--- config.mk ---
export PLATFORM = sky130hd
export DESIGN_NAME = chaos_xpander_stream
export DESIGN_NICKNAME = d
export VERILOG_FILES = /design/src/rtl/chaos_xpander_stream.sv
export SDC_FILE = /design/constraint.sdc
export NUM_CORES = 1
export LEC_CHECK = 0
export ABC_AREA = 0
export ABC_CLOCK_PERIOD_IN_PS = 4100
export BUFFER_PORTS_ARGS = -buffer_cell sky130_fd_sc_hd__clkbuf_2
export CAP_MARGIN = 20
export CORE_MARGIN = 2
export CORE_UTILIZATION = 61
export DETAILED_ROUTE_END_ITERATION = 6
export PLACE_DENSITY = 0.82
export REMOVE_ABC_BUFFERS = 1
export SYNTH_ARGS = -nofsm -noshare
export SYNTH_HDL_FRONTEND = slang
export SYNTH_SLANG_ARGS = --single-unit
--- constraint.sdc ---
create_clock -name i_clk -period 4.1 [get_ports i_clk]
set_input_delay 0.82 -clock i_clk [delete_from_list [all_inputs] [get_ports i_clk]]
set_output_delay 0.82 -clock i_clk [all_outputs]
set_load 0.005 [all_outputs]
--- src/rtl/chaos_xpander_stream.sv ---
// Streaming chaos expander: takes a CHAOS_W-bit seed, builds the
// CHAOS_W*CHAOS_W-bit self-modulated vector (optionally stride-permuted)
// and emits it as OUT_W-bit beats under valid/ready flow control.
module chaos_xpander_stream #(
    parameter int unsigned CHAOS_W = 16,
    parameter int unsigned OUT_W   = 8,
    parameter int unsigned STRIDE  = 37
) (
    input  logic               i_clk,
    input  logic               i_rst,
    input  logic [CHAOS_W-1:0] i_chaos,
    input  logic               i_mode,
    input  logic               i_valid,
    output logic               o_ready,
    output logic [OUT_W-1:0]   o_data,
    output logic               o_valid,
    output logic               o_last,
    input  logic               i_ready
);

    localparam int unsigned L     = CHAOS_W * CHAOS_W;
    localparam int unsigned LW    = $clog2(L);
    localparam int unsigned NB    = L / OUT_W;
    localparam int unsigned CNT_W = (NB > 1) ? $clog2(NB) : 1;

    // Parameter legality, caught at elaboration
    generate
        if ((CHAOS_W < 4) || ((CHAOS_W & (CHAOS_W - 1)) != 0)) begin : g_bad_chaos_w
            $error("chaos_xpander_stream: CHAOS_W must be a power of two >= 4");
        end
        if ((OUT_W == 0) || ((L % OUT_W) != 0)) begin : g_bad_out_w
            $error("chaos_xpander_stream: OUT_W must divide CHAOS_W*CHAOS_W");
        end
        if ((STRIDE % 2) == 0) begin : g_bad_stride
            $error("chaos_xpander_stream: STRIDE must be odd");
        end
    endgenerate

    typedef enum logic {
        ST_IDLE = 1'b0,
        ST_SEND = 1'b1
    } state_t;

    // Self-modulation: row i is the seed itself when C[i]=1, its complement otherwise
    function automatic logic [L-1:0] expand_u(input logic [CHAOS_W-1:0] c);
        logic [L-1:0] u;
        u = '0;
        for (int unsigned i = 0; i < CHAOS_W; i++) begin
            for (int unsigned k = 0; k < CHAOS_W; k++) begin
                u[i*CHAOS_W + k] = c[i] ? c[k] : ~c[k];
            end
        end
        return u;
    endfunction

    // Stride permutation: bit j lands at (j*STRIDE) mod L
    function automatic logic [L-1:0] shuffle(input logic [L-1:0] u);
        logic [L-1:0] s;
        s = '0;
        for (int unsigned j = 0; j < L; j++) begin
            s[LW'(j * STRIDE)] = u[j];
        end
        return s;
    endfunction

    state_t             r_state;
    state_t             w_nxt_state;
    logic [CHAOS_W-1:0] r_seed;
    logic [CHAOS_W-1:0] w_nxt_seed;
    logic               r_mode;
    logic               w_nxt_mode;
    logic [CNT_W-1:0]   r_cnt;
    logic [CNT_W-1:0]   w_nxt_cnt;
    logic               w_ready;
    logic               w_at_last;

    logic [OUT_W-1:0]   r_data;
    logic               r_valid;
    logic               r_last;

    logic [L-1:0]       w_u;
    logic [L-1:0]       w_e;
    logic [OUT_W-1:0]   w_beat;

    assign w_at_last = (r_cnt == CNT_W'(NB - 1));

    // State register
    always_ff @(posedge i_clk or posedge i_rst) begin
        if (i_rst) begin
            r_state <= ST_IDLE;
        end else begin
            r_state <= w_nxt_state;
        end
    end

    // Next-state, seed capture, beat counter advance and seed-accept strobe
    always_comb begin
        w_nxt_state = r_state;
        w_nxt_seed  = r_seed;
        w_nxt_mode  = r_mode;
        w_nxt_cnt   = r_cnt;
        w_ready     = 1'b0;
        case (r_state)
            ST_IDLE: begin
                w_ready = 1'b1;
                if (i_valid) begin
                    w_nxt_seed  = i_chaos;
                    w_nxt_mode  = i_mode;
                    w_nxt_cnt   = '0;
                    w_nxt_state = ST_SEND;
                end
            end
            ST_SEND: begin
                if (i_ready) begin
                    if (w_at_last) begin
                        // Last beat leaves: a waiting seed starts immediately
                        w_ready = 1'b1;
                        if (i_valid) begin
                            w_nxt_seed  = i_chaos;
                            w_nxt_mode  = i_mode;
                            w_nxt_cnt   = '0;
                            w_nxt_state = ST_SEND;
                        end else begin
                            w_nxt_state = ST_IDLE;
                        end
                    end else begin
                        w_nxt_cnt = r_cnt + CNT_W'(1);
                    end
                end
            end
            default: begin
                w_nxt_state = ST_IDLE;
            end
        endcase
    end

    // Expansion of the seed/mode/beat that will be current after this edge
    assign w_u    = expand_u(w_nxt_seed);
    assign w_e    = w_nxt_mode ? w_u : shuffle(w_u);
    assign w_beat = w_e[32'(w_nxt_cnt) * OUT_W +: OUT_W];

    // Seed, mode and beat counter registers
    always_ff @(posedge i_clk or posedge i_rst) begin
        if (i_rst) begin
            r_seed <= '0;
            r_mode <= 1'b0;
            r_cnt  <= '0;
        end else begin
            r_seed <= w_nxt_seed;
            r_mode <= w_nxt_mode;
            r_cnt  <= w_nxt_cnt;
        end
    end

    // Registered beat outputs; held unchanged while the sink stalls
    always_ff @(posedge i_clk or posedge i_rst) begin
        if (i_rst) begin
            r_data  <= '0;
            r_valid <= 1'b0;
            r_last  <= 1'b0;
        end else begin
            r_valid <= (w_nxt_state == ST_SEND);
            r_last  <= (w_nxt_state == ST_SEND) && (w_nxt_cnt == CNT_W'(NB - 1));
            r_data  <= (w_nxt_state == ST_SEND) ? w_beat : '0;
        end
    end

    assign o_ready = w_ready;
    assign o_data  = r_data;
    assign o_valid = r_valid;
    assign o_last  = r_last;

endmodule

# [Word level (Yosys, flattened, before mapping)]
# Cells that the tools add are included.
[op_classes] n_addsub=1 n_eq_ne=2 n_shift=1 n_mux=277 n_bitwise=17 n_reduce_logical=1
[ops] op="two-way mux 1 bit" n=264
[ops] op="two-way mux 256 bit" n=1
[ops] op="indexed part select 256 x 9 -> 8 bit" n=1
[ops] op="two-way mux 16 bit" n=3
[ops] op="one-hot mux 16 bit (2 select lines)" n=1
[ops] op="inverter 1 bit" n=17
[ops] op="two-way mux 5 bit" n=3
[ops] op="equality test 5 bit, second input constant" n=2
[ops] op="one-hot mux 5 bit (2 select lines)" n=1
[ops] op="two-way mux 8 bit" n=1
[ops] op="one-hot mux 1 bit (2 select lines)" n=3
[ops] op="adder 5 x 1 -> 5 bit, second input constant" n=1
[ops] op="logical AND 1 bit" n=1
[totals] ff_bits=32 input_bits=21 out_inout_bits=11 elab_cells=305

# [Depth between registers and ports, before layout]
[depth] ltp_word=9 depth_mapped=17

# [Worst setup path before layout]
# Ideal clock, no wire load.
[synth_timing] path_kind="reg-to-reg" start="register r_cnt[0]" end="register r_data[7] (netlist: o_data[7])" arrival_ps=3017 t_required_ps=4033 setup_slack_ps=1015 stages_incl_launch_ff=16 path_buffers=3 period_less_slack_ps=3085 path_cell_list="dfrtp_1 ha_1 and3_1 ha_1 buf_6 a21boi_2 inv_2 buf_6 a32oi_1 buf_2 xnor2_1 nor2_1 a2111oi_0 nand4b_1 a31oi_1 a32o_1"
[synth_via] elab_chain_len=9 word_cells_on_any_way=86 classes_between="add/sub (1); eq/ne (1); shift (1); mux (79); bitwise (4)"
[synth_rtl] item="from (decl)" line_no="72" source="logic [CNT_W-1:0] r_cnt;"
[synth_rtl] item="from (signal assigned)" line_no="151" source="r_cnt <= w_nxt_cnt;"
[synth_rtl] item="parallel branches: the longest is 8 deep, another holds adder 5 x 1 -> 5 bit"
[synth_rtl] item="two-way mux 8 bit (*)" line_no="164" source="r_data <= (w_nxt_state == ST_SEND) ? w_beat : '0;"
[synth_rtl] item="to (signal assigned)" line_no="164"
[synth_rtl] item="to (decl)" line_no="77" source="logic [OUT_W-1:0] r_data;"
# Mark *: on every way between the ends.

# [Final worst setup path]
[layout_timing] start="register r_cnt[0]" end="register r_data[3] (netlist: o_data[3])"
# The elaborated chain is that of the path after synthesis.

==> results.txt <==
Placed Cells: 1483
Yosys top cell area share: 15.45%
CTS tree: done
HP Class: reg -> reg
Internal power: 2.085 mW
Final cycle utilization of the critical path: 97.30%
Status: finished with violations
Final ANT Viol Nets: 0
Max-slew violations: 0
Global routing's busiest layer: met2
Maximum clock path buffer count: 2
Critical path class: reg -> reg
Synth-to-layout area growth: 7.118%
Post-layout nets: 1331
CORE AREA: 15090 µm²
Antenna Cells: 0
Max stage delay on crit path: 0.54 ns
Number of hold violations in the final report: 0
Part of the power in registers: 10.9%
Layout cells sized above 1: 14.51%
NetSw: 3.059 mW
Seq/Total Area, Yosys: 8.563%
Detailed-route via count: 12160
Sw Share: 59.47%
Wire per inst: 32.66 µm
Post-DP Area: 9802 µm²
Post-Syn Area: 9351 µm²
Max Clk Rate: 250.7 MHz
Gr usage total: 59.10%
Aggregate global routing overflow: 0
Clock Power Share: 8.5%
Failing checks: design-rule violations
Worst setup EP type: flip-flop
RePlAce Congestion: 1.103
Critical Path Source Type: flip-flop
Clk sinks: 32
First-pass GRT wire length: 71730 µm
Vias in the first global route: 10950
Placed wire-length estimate: 33150 µm
#FFs+latches synth: 32
Pin count of the biggest net entering global routing: 98
Worst rel slew slack: 20.35%
Critical Path RT: 4.26 ns
Setup Skew: 0.008649 ns
Clock Pin Slew Worst Setup and Hold Paths: 0.07 ns
Comb power frac: 80.6%
Worst-margin pin slew: 1.182 ns
Detailed-route vias per instance: 8.120
Hold WS: 0.5557 ns
Avg Synthesized Cell Area: 7.042 µm²
Initial DRC Count: 2733
P_leak: 3.736 nW
Initial core utilization: 61.97%
Crit path cell chain: ha_1, and3_1, ha_1, a21boi_2, inv_2, buf_4, a32oi_4, xor2_1, nor2_1, a211oi_1, a2111oi_0, a311oi_1, o32ai_1
IO buf count: 31
CTS Buf Count: 5
EDFF count, synth: 0
Aggregate routed wire length: 48890 µm
Initial antenna violation count: 2
Worst path most repeated cell: ha_1
CTS Root Cell: clkbuf_16
Top cells by area, synth: xnor2_1 15%, dfrtp_1 8.6%, xor2_1 5.9%, mux2i_1 5.5%, o21ai_0 4.8%
H-tree levels: 2
Hold Buf Count CTS: 0
Primary FF master, synth: dfrtp_1
Synth area leader: xnor2_1
FFs w/ async S/R, synth: 100.0%
Clock insertion delay at the later pin of the skew report: 0.31 ns
Crit-path max FO: 18
Slowest CP cell: xor2_1
Met3 usage: 28.26%
Die Height: 127.8 µm
CP top delay family: compound AO/OA/AOI/OAI gates
Yosys Warn Count: 0
M1 GR Usage: 73.52%
Setup TNS: 0 ns
Max_cap viols: 0
Final setup viols: 0
CP bufs+invs: 2
Tot Pwr: 5.144 mW
Initial DRT Pass Iterations: 7
Die area: 16340 µm²
Netlist cell types: 82
Fin area: 10020 µm²
IO Count: 32
Fin crit period: 3.989 ns
DIE WIDTH: 127.8 µm
Rows: 45
Post-Synthesis Cells: 1328
VDD IR max: 0.6037 mV
Residual DRC: 12
Pwr dens: 513.5 nW/µm²
Fin cells: 1497
RSZ-0062 raised after global routing: no
Critical Path AT: 4.15 ns
Met2 usage: 80.97%
[registers in the layout (all words and copies together) (netlist names)]
signal and flops:
r_seed 16, o_data 8, r_cnt 5, o_last 1, o_valid 1, r_mode 1
[metrics by stage]
stage	worst slack, ns	util, %
after global placement	0.06984	64.96
after CTS	0.1378	65.98
after detailed placement	0.07664	64.96
final	0.1106	66.38
after global routing	0.02512	66.38
after floorplan	-2.264	-
[layout by cell type, fill, tap and decap left out, types with 18 or more instances in the layout]
master | netlist | final
xor2_1 | 63 | 63
a21oi_1 | 79 | 79
o211ai_1 | 28 | 28
a31oi_1 | 24 | 23
dfrtp_1 | 32 | 31
clkbuf_2 | 0 | 31
inv_1 | 21 | 21
xnor2_1 | 165 | 165
o21ai_0 | 89 | 88
nand2_1 | 104 | 103
nand3_1 | 30 | 30
nor3_1 | 44 | 43
a211oi_1 | 41 | 40
o22ai_1 | 24 | 24
nor2_1 | 93 | 92
o221ai_1 | 18 | 18
buf_4 | 12 | 97
mux2i_1 | 51 | 51
and2_1 | 24 | 24
[kinds of logic (layout without fill, tap and decap cells)]
logic type / Yosys count / after routing / synth area share (%)
compound gates: 446 / 446 / 34.87
xor+xnor: 228 / 228 / 21.35
fa+ha+maj: 2 / 2 / 0.2676
buf+inv: 192 / 173 / 9.580
flops: 32 / 32 / 8.563
mux: 57 / 57 / 6.181
simple gates: 371 / 371 / 19.19
[final timing paths]
check                          from  slack [ns]   endpoint  depth (start not counted)
max                        r_cnt[0]        0.11  o_data[3]                         13
min in group asynchronous     i_rst        0.63  o_data[6]                          3
max in group asynchronous     i_rst        3.06     r_mode                          3
min reg2reg                r_cnt[4]        0.56   r_cnt[4]                          2
min                        r_cnt[4]        0.56   r_cnt[4]                          2
max reg2reg                r_cnt[0]        0.11  o_data[3]                         13
[power by group through the flow]
stage / Clock, mW / Combinational [mW] / Sequential (mW)
floorplan: 0 / 2.33 / 0.512
global placement: 0 / 3.80 / 0.548
detailed placement: 0 / 3.79 / 0.548
global route: 0.433 / 4.23 / 0.558
CTS: 0.432 / 3.81 / 0.543
finish: 0.436 / 4.15 / 0.562
[worst min-delay path, cell delays in order (launching register included)]
cell     delay [ns]
dfrtp_1        0.39
nand2_1        0.07
nand2_1        0.06
[area by class of cell]
type / instances / area (µm²)
multi-input cells: 1104 / 7706
fillers: 1394 / 5072
repair buffers: 134 / 1003
flip-flops and latches: 32 / 802.0
well taps: 188 / 235.2
clock buffers: 6 / 138.9
inverters: 31 / 116.4
clock inverters: 2 / 15.01
[metal layers]
metal / routed length [µm] / part of all wire (%)
met1: 16640 / 34
met4: 4902 / 10
met3: 8981 / 18
met2: 18310 / 37
met5: 55 / 0.11
[repair_timing]
item / CTS / global route
resized for setup: 0 / 4
setup buffers: 0 / 4
setup endpoints to repair: 0 / 4
endpoints found under the hold margin: 0 / 0
[synthesized netlist by cell type, types with 10 or more instances]
library cell and n:
xor2_1 63, buf_1 23, and3_1 10, a31oi_1 24, and2_1 24, xnor2_1 165, o32ai_1 11, a221oi_1 16
nor2_1 93, nand4_1 13, or3_1 12, o211ai_1 28, buf_4 12, buf_2 56, inv_1 21, o21ai_0 89
inv_2 10, clkbuf_1 62, nor3_1 44, nand3_1 30, mux2i_1 51, o221ai_1 18, a21oi_1 79, o22ai_1 24
a211oi_1 41, nand2_1 104, dfrtp_1 32
Power figures use the tool's default switching activity.
